### src/rtl/clk_rst_sequencer.sv
// Power-up / recovery reset sequencer for the EPD clock domain.
// It pulses the DCM reset and waits for a qualified LOCKED. It then releases
// the MIG system reset, waits for DDR calibration, and finally releases the
// EPD-domain reset. Losing lock or calibration restarts the whole sequence.
// Optional feature: define CLK_RST_RETRY_LIMIT_EN to stop in FAULT after
// MAX_RETRY failed attempts. Only rstn leaves FAULT.
module clk_rst_sequencer #(
  parameter int unsigned DCM_RST_CYCLES = 8,
  parameter int unsigned LOCK_TIMEOUT   = 65536,
  parameter int unsigned LOCK_STABLE    = 1024,
  parameter int unsigned CALIB_TIMEOUT  = 2**22,
  parameter int unsigned MAX_RETRY      = 4
) (
  input  logic       clk,
  input  logic       rstn,
  input  logic       dcm_locked,
  input  logic       ddr_calib_done,
  output logic       dcm_reset,
  output logic       ddr_rst,
  output logic       epd_rstn,
  output logic       sys_ready,
  output logic [2:0] seq_state,
  output logic [3:0] retry_cnt
);

  typedef enum logic [2:0] {
    ST_DCM_RST   = 3'd0,
    ST_WAIT_LOCK = 3'd1,
    ST_STABLE    = 3'd2,
    ST_WAIT_CAL  = 3'd3,
    ST_RUN       = 3'd4
`ifdef CLK_RST_RETRY_LIMIT_EN
    , ST_FAULT   = 3'd5
`endif
  } state_t;

  // One shared phase counter. It is sized for the longest interval and is
  // cleared on every state entry. It never wraps, because each counting
  // state leaves at its terminal count.
  localparam int unsigned MAX_AB = (DCM_RST_CYCLES > LOCK_TIMEOUT) ? DCM_RST_CYCLES : LOCK_TIMEOUT;
  localparam int unsigned MAX_CD = (LOCK_STABLE > CALIB_TIMEOUT) ? LOCK_STABLE : CALIB_TIMEOUT;
  localparam int unsigned MAX_TC = (MAX_AB > MAX_CD) ? MAX_AB : MAX_CD;
  localparam int unsigned CNT_W  = (MAX_TC > 1) ? $clog2(MAX_TC) : 1;

  localparam logic [CNT_W-1:0] DCM_LAST    = CNT_W'(DCM_RST_CYCLES - 1);
  localparam logic [CNT_W-1:0] LOCK_LAST   = CNT_W'(LOCK_TIMEOUT - 1);
  localparam logic [CNT_W-1:0] STABLE_LAST = CNT_W'(LOCK_STABLE - 1);
  localparam logic [CNT_W-1:0] CAL_LAST    = CNT_W'(CALIB_TIMEOUT - 1);

`ifdef CLK_RST_RETRY_LIMIT_EN
  localparam logic [3:0] RETRY_LIMIT = 4'(MAX_RETRY);
`else
  // MAX_RETRY only has an effect with the retry limit enabled. Both builds
  // keep the same parameter list.
  localparam int unsigned unused_max_retry = MAX_RETRY;
`endif

  state_t           state_q, state_d;
  logic [CNT_W-1:0] cnt_q, cnt_d;
  logic [3:0]       retry_q, retry_d, retry_inc;
  logic             fail;
  logic [1:0]       lock_sync, cal_sync;
  logic             lock_s, cal_s;
  logic             dcm_reset_d, ddr_rst_d, epd_rstn_d, sys_ready_d;

  // Two-flop synchronisers for the asynchronous DCM and MIG status inputs.
  // NOTE: sequential state uses non-blocking assignments only. Every flop then
  // samples the pre-edge value, so the two stages form a real two-cycle delay.
  always_ff @(posedge clk) begin
    if (!rstn) begin
      lock_sync <= '0;
      cal_sync  <= '0;
    end else begin
      lock_sync <= {lock_sync[0], dcm_locked};
      cal_sync  <= {cal_sync[0], ddr_calib_done};
    end
  end

  assign lock_s = lock_sync[1];
  assign cal_s  = cal_sync[1];

  // Next-state, counter and retry bookkeeping. A lock loss is checked first,
  // so it wins over calibration-done and over a timeout on the same edge.
  // NOTE: every signal gets a default before the case. Otherwise a path that
  // does not assign a signal would infer a latch.
  always_comb begin
    state_d = state_q;
    cnt_d   = cnt_q;
    retry_d = retry_q;
    fail    = 1'b0;
    unique case (state_q)
      ST_DCM_RST: begin
        cnt_d = cnt_q + CNT_W'(1);
        if (cnt_q == DCM_LAST) state_d = ST_WAIT_LOCK;
      end
      ST_WAIT_LOCK: begin
        cnt_d = cnt_q + CNT_W'(1);
        if (lock_s)                 state_d = ST_STABLE;
        else if (cnt_q == LOCK_LAST) fail   = 1'b1;
      end
      ST_STABLE: begin
        cnt_d = cnt_q + CNT_W'(1);
        if (!lock_s)                   fail    = 1'b1;
        else if (cnt_q == STABLE_LAST) state_d = ST_WAIT_CAL;
      end
      ST_WAIT_CAL: begin
        cnt_d = cnt_q + CNT_W'(1);
        if (!lock_s)                fail    = 1'b1;
        else if (cal_s)             state_d = ST_RUN;
        else if (cnt_q == CAL_LAST) fail    = 1'b1;
      end
      ST_RUN: begin
        if (!lock_s || !cal_s) fail = 1'b1;
      end
`ifdef CLK_RST_RETRY_LIMIT_EN
      ST_FAULT: state_d = ST_FAULT;
`endif
      default: state_d = ST_DCM_RST;
    endcase

    retry_inc = (retry_q == 4'hF) ? retry_q : retry_q + 4'd1;
    if (fail) begin
      retry_d = retry_inc;
`ifdef CLK_RST_RETRY_LIMIT_EN
      state_d = (retry_inc == RETRY_LIMIT) ? ST_FAULT : ST_DCM_RST;
`else
      state_d = ST_DCM_RST;
`endif
    end

    if (state_d == ST_RUN && state_q != ST_RUN) retry_d = '0;
    if (state_d != state_q) cnt_d = '0;
  end

  // Decode the outputs from the next state. The registered outputs then
  // change on the same edge as the state.
  always_comb begin
    dcm_reset_d = 1'b1;
    ddr_rst_d   = 1'b1;
    epd_rstn_d  = 1'b0;
    sys_ready_d = 1'b0;
    case (state_d)
      ST_WAIT_LOCK, ST_STABLE: dcm_reset_d = 1'b0;
      ST_WAIT_CAL: begin
        dcm_reset_d = 1'b0;
        ddr_rst_d   = 1'b0;
      end
      ST_RUN: begin
        dcm_reset_d = 1'b0;
        ddr_rst_d   = 1'b0;
        epd_rstn_d  = 1'b1;
        sys_ready_d = 1'b1;
      end
      default: ;
    endcase
  end

  // State, counter, retry count and output registers.
  always_ff @(posedge clk) begin
    if (!rstn) begin
      state_q   <= ST_DCM_RST;
      cnt_q     <= '0;
      retry_q   <= '0;
      dcm_reset <= 1'b1;
      ddr_rst   <= 1'b1;
      epd_rstn  <= 1'b0;
      sys_ready <= 1'b0;
    end else begin
      state_q   <= state_d;
      cnt_q     <= cnt_d;
      retry_q   <= retry_d;
      dcm_reset <= dcm_reset_d;
      ddr_rst   <= ddr_rst_d;
      epd_rstn  <= epd_rstn_d;
      sys_ready <= sys_ready_d;
    end
  end

  assign seq_state = state_q;
  assign retry_cnt = retry_q;

endmodule

### config.mk
export PLATFORM = sky130hd
export DESIGN_NAME = clk_rst_sequencer
export DESIGN_NICKNAME = d
export VERILOG_FILES = /design/src/rtl/clk_rst_sequencer.sv
export SDC_FILE = /design/constraint.sdc
export NUM_CORES = 1
export LEC_CHECK = 0
export BUFFER_PORTS_ARGS = -buffer_cell sky130_fd_sc_hd__buf_2
export CAP_MARGIN = 20
export CORE_MARGIN = 3
export CORE_UTILIZATION = 40
export DETAILED_ROUTE_END_ITERATION = 6
export GPL_TIMING_DRIVEN = 0
export PLACE_DENSITY_LB_ADDON = 0.15
export SLEW_MARGIN = 10
export SYNTH_ARGS = -nofsm -noshare
export SYNTH_HDL_FRONTEND = slang
export SYNTH_SLANG_ARGS = --single-unit
### constraint.sdc
create_clock -name clk -period 2.8 [get_ports clk]
set_input_delay 0.7 -clock clk [delete_from_list [all_inputs] [get_ports clk]]
set_output_delay 0.7 -clock clk [all_outputs]
set_load 0.02 [all_outputs]
==> run summary <==
The flow ran to the end, and the final reports show no timing, DRC or antenna violations. Summing all multi-input logic gate instances after layout gives 937.1 um2. The number of pins exceeding their max-slew limit in the final report is 0. Dividing the detail-routed via count by the number of cells gives 5.213. The slew at the pin closest to its max-slew limit is 0.4944 ns, and the number of antenna diodes is 0. The logs give 0 for the final number of hold-violating endpoints and 12 for the pin count of the biggest net entering global routing. Summed over all layers, the routed wires come to 3450 um. For the post-CTS setup-driven buffer insertion count, the log shows 0. The tools report the net count reported at finish as 227. Clock-pin slew was measured on the worst setup and hold paths at 0.07 ns. The startpoint identified for the worst hold timing path is lock_sync[0].

Count of buffers inserted at the top-level ports: 14. For this run, the leading register cell type out of synthesis is sky130_fd_sc_hd__dfxtp_1. Type of the most critical hold path: reg -> reg. The worst flop-to-flop path startpoint is cnt_q[4]. The proportion of register bits with asynchronous set or reset after synthesis came out at 0. The root buffer selected by CTS was sky130_fd_sc_hd__clkbuf_8. The fill cell instance count of the final layout is 425. In the final layout, flip-flops and latches occupy 720.7 um2. After synthesis, the cell types taking the most area are sky130_fd_sc_hd__dfxtp_1, sky130_fd_sc_hd__nor2_1, sky130_fd_sc_hd__xnor2_1. The worst setup path is launched from a flip-flop. The HPWL after detailed placement is 2519 um. The run gives 0.29 ns as the clock latency on the worst-skew pair. Among cell families on the critical path, the largest total delay comes from simple AND/OR/NAND/NOR gates. The combined buffer and inverter count along the critical path was 1. The sequential area share after synthesis was 0.4229. Dividing the detail-routed wire length by the instance count gives 12.68 um. The total area inside the core boundary comes to 4058 um2. Data on the critical path arrives at its endpoint at 2.65 ns. 15 I/O pins were placed. The area share of the largest cell type after synthesis is 0.4229, and the fmax is 405.1 MHz.

The final setup violation count was 0. For the placer's final routability congestion estimate, the log shows 0.8002. After synthesis the netlist holds a flip-flop and latch count of 36. Setup repair after global routing left no endpoint under its margin. On the final layout, the worst clock skew is 0.004454 ns.

At the worst endpoint, the required time is 2.98 ns. The synthesis-to-layout area growth is 13.29%. The worst setup path is captured at a flip-flop. Once detail routing completed, the nets flagged for antenna violations numbered 0. The logs give 0 for the max capacitance violation total and 0 for the quantity of gates resized following cts. The number of synthesis warnings is 0, and the initial core utilization is 0.4200. The synthesized design contains 0 enable-type register cells. Counting every instance in the synthesized netlist gives 200. The run gives 0.6619 as the worst-case headroom to the max-slew limit. Among all stages on the critical path, the largest delay is contributed by sky130_fd_sc_hd__or4_4. The worst setup path is of the reg -> reg kind. The die outline area came out at 5079 um2.

The signal on the critical path passes through nand4_2 > or4_4 > o41ai_4 > a2111oi_1 > o22ai_2 > buf_4 > nor2_1. The final cycle utilization of the critical path was 0.8817; the number of unique standard cell types used by synthesis was 43. The tools report the number of global-route vias before repair as 1374. The logs give 0.0009416 W for the final total power and 0.2401 mV for the maximum vdd ir drop. TritonCTS created 5 clock buffers.

The net count after synthesis was 206; the iteration count of the initial detailed-routing pass was 4. Of all nets on the critical path, the largest fanout is 10. In this run, the number of DRC markers left after iteration 0 of detailed routing was 48. The first-pass GRT wire length is 6285 um, and the initial antenna violation count is 0. Worst setup path startpoint: cnt_q[4]. The H-tree was split into 2 levels. For this design, the sink count on the clock tree is 36.

The share of post-route cells with drive strength above 1 works out to 0.1396. After clock tree synthesis, the flow added hold-fix buffers numbering 0. The utilization after layout was 0.4758; the DRC violations left was 0. Power spread over the standard cell area amounts to 487.7 nW/um2. The largest stage delay on the critical path was 0.63 ns; the total number of vias was 1418. The tools report the global-route congestion overflow total as 0.

sky130_fd_sc_hd__dfxtp_1 takes more of the synthesized area than any other cell. The final period demand of the worst path was 2.469 ns; the global routing usage summed across all routing layers was 0.1551. Die boundary height: 71.27 um.

Setup total negative slack on the finished layout was measured at 0 ns. Width of the die: 71.27 um. The clock passes through at most 2 buffers.

TritonCTS built the clock tree. The placement row count was 23. Summed over all cells, the static leakage comes to 0.7049 nW.

The average size of a mapped cell was 8.521 um2; the combined area of all synthesized cells was 1704 um2.
-- registers in the layout, indices dropped and copies added, names as in the netlist --
signal and flops:
seq_state 3, retry_cnt 4, cnt_q 22, cal_sync 2, lock_sync 2, sys_ready 1, dcm_reset 1, ddr_rst 1
-- routing by layer --
metal / track usage / up-vias / share of wire
met5: 0 / - / 0
met4: 0.04384 / 0 / 0.0090
met3: 0.05049 / 4 / 0.030
met2: 0.2408 / 18 / 0.46
met1: 0.2070 / 656 / 0.50
li1: - / 740 / -
-- final timing paths --
path	endpoint	slack [ns]	depth (start not counted)
worst max register to register	cnt_q[19]	0.33	7
worst min-delay path	lock_sync[1]	0.44	1
worst max-delay path	cnt_q[19]	0.33	7
worst min register to register	lock_sync[1]	0.44	1
-- placed cells by master, fill, tap and decap left out, drive strengths merged, types with 3 or more instances in the layout --
cell type,count
a211oi,3
a21oi,8
and2,5
and3,3
buf,19
clkbuf,7
dfxtp,36
inv,4
nand2,23
nand3,9
nand4,5
nor2,36
nor2b,3
nor3,6
nor4,5
or4,3
xnor2,14
xor2,8
-- area by class of cell --
type / count / area share
clock buffer: 7 / 0.04472
buffer: 5 / 0.01620
tap: 50 / 0.03240
inverter: 4 / 0.007777
clock inverter: 1 / 0.003889
sequential: 36 / 0.3733
timing repair buffer: 14 / 0.03629
multi-input combinational: 155 / 0.4854
-- through the flow --
stage | hold slack, ns | cells | worst slack [ns] | instance area, um2
after floorplan | 0.4118 | 200 | 0.6201 | 1704
after global placement | 0.4155 | 264 | 0.3465 | 1837
after detailed placement | 0.4232 | 264 | 0.3223 | 1837
after CTS | 0.4406 | 272 | 0.3090 | 1931
after global routing | 0.4654 | 272 | 0.1065 | 1931
final | 0.4353 | 272 | 0.3313 | 1931
-- where the power goes --
group | internal [W] | switching, W | leakage, nW | total (W)
clock | 0.000200 | 0.000187 | 0.0445 | 0.000387
sequential | 0.000518 | 0.00000580 | 0.291 | 0.000524
combinational | 0.0000137 | 0.0000170 | 0.369 | 0.0000307
-- cell families (layout without fill, tap and decap cells) --
| kind of cell | count (synthesis) | in the layout | share of synthesized area |
|---|---|---|---|
| AND/OR/NAND/NOR | 108 | 108 | 0.3157 |
| adder cells (fa/ha/maj) | 2 | 2 | 0.01468 |
| AO/OA/AOI/OAI | 22 | 22 | 0.1006 |
| XOR/XNOR | 22 | 22 | 0.1131 |
| multiplexers | 1 | 1 | 0.005874 |
| flip-flops | 36 | 36 | 0.4229 |
| buffers and inverters | 9 | 31 | 0.02716 |
-- cells in the mapped netlist, drive strengths merged, types with 2 or more instances --
library cell	count
a2111oi	2
a211oi	3
a21oi	8
and2	5
and3	3
buf	5
dfxtp	36
ha	2
inv	4
nand2	23
nand2b	2
nand3	9
nand4	5
nor2	36
nor2b	3
nor3	6
nor4	5
o21ai	2
or2	2
or4	3
xnor2	14
xor2	8
Power figures use the tool's default switching activity.
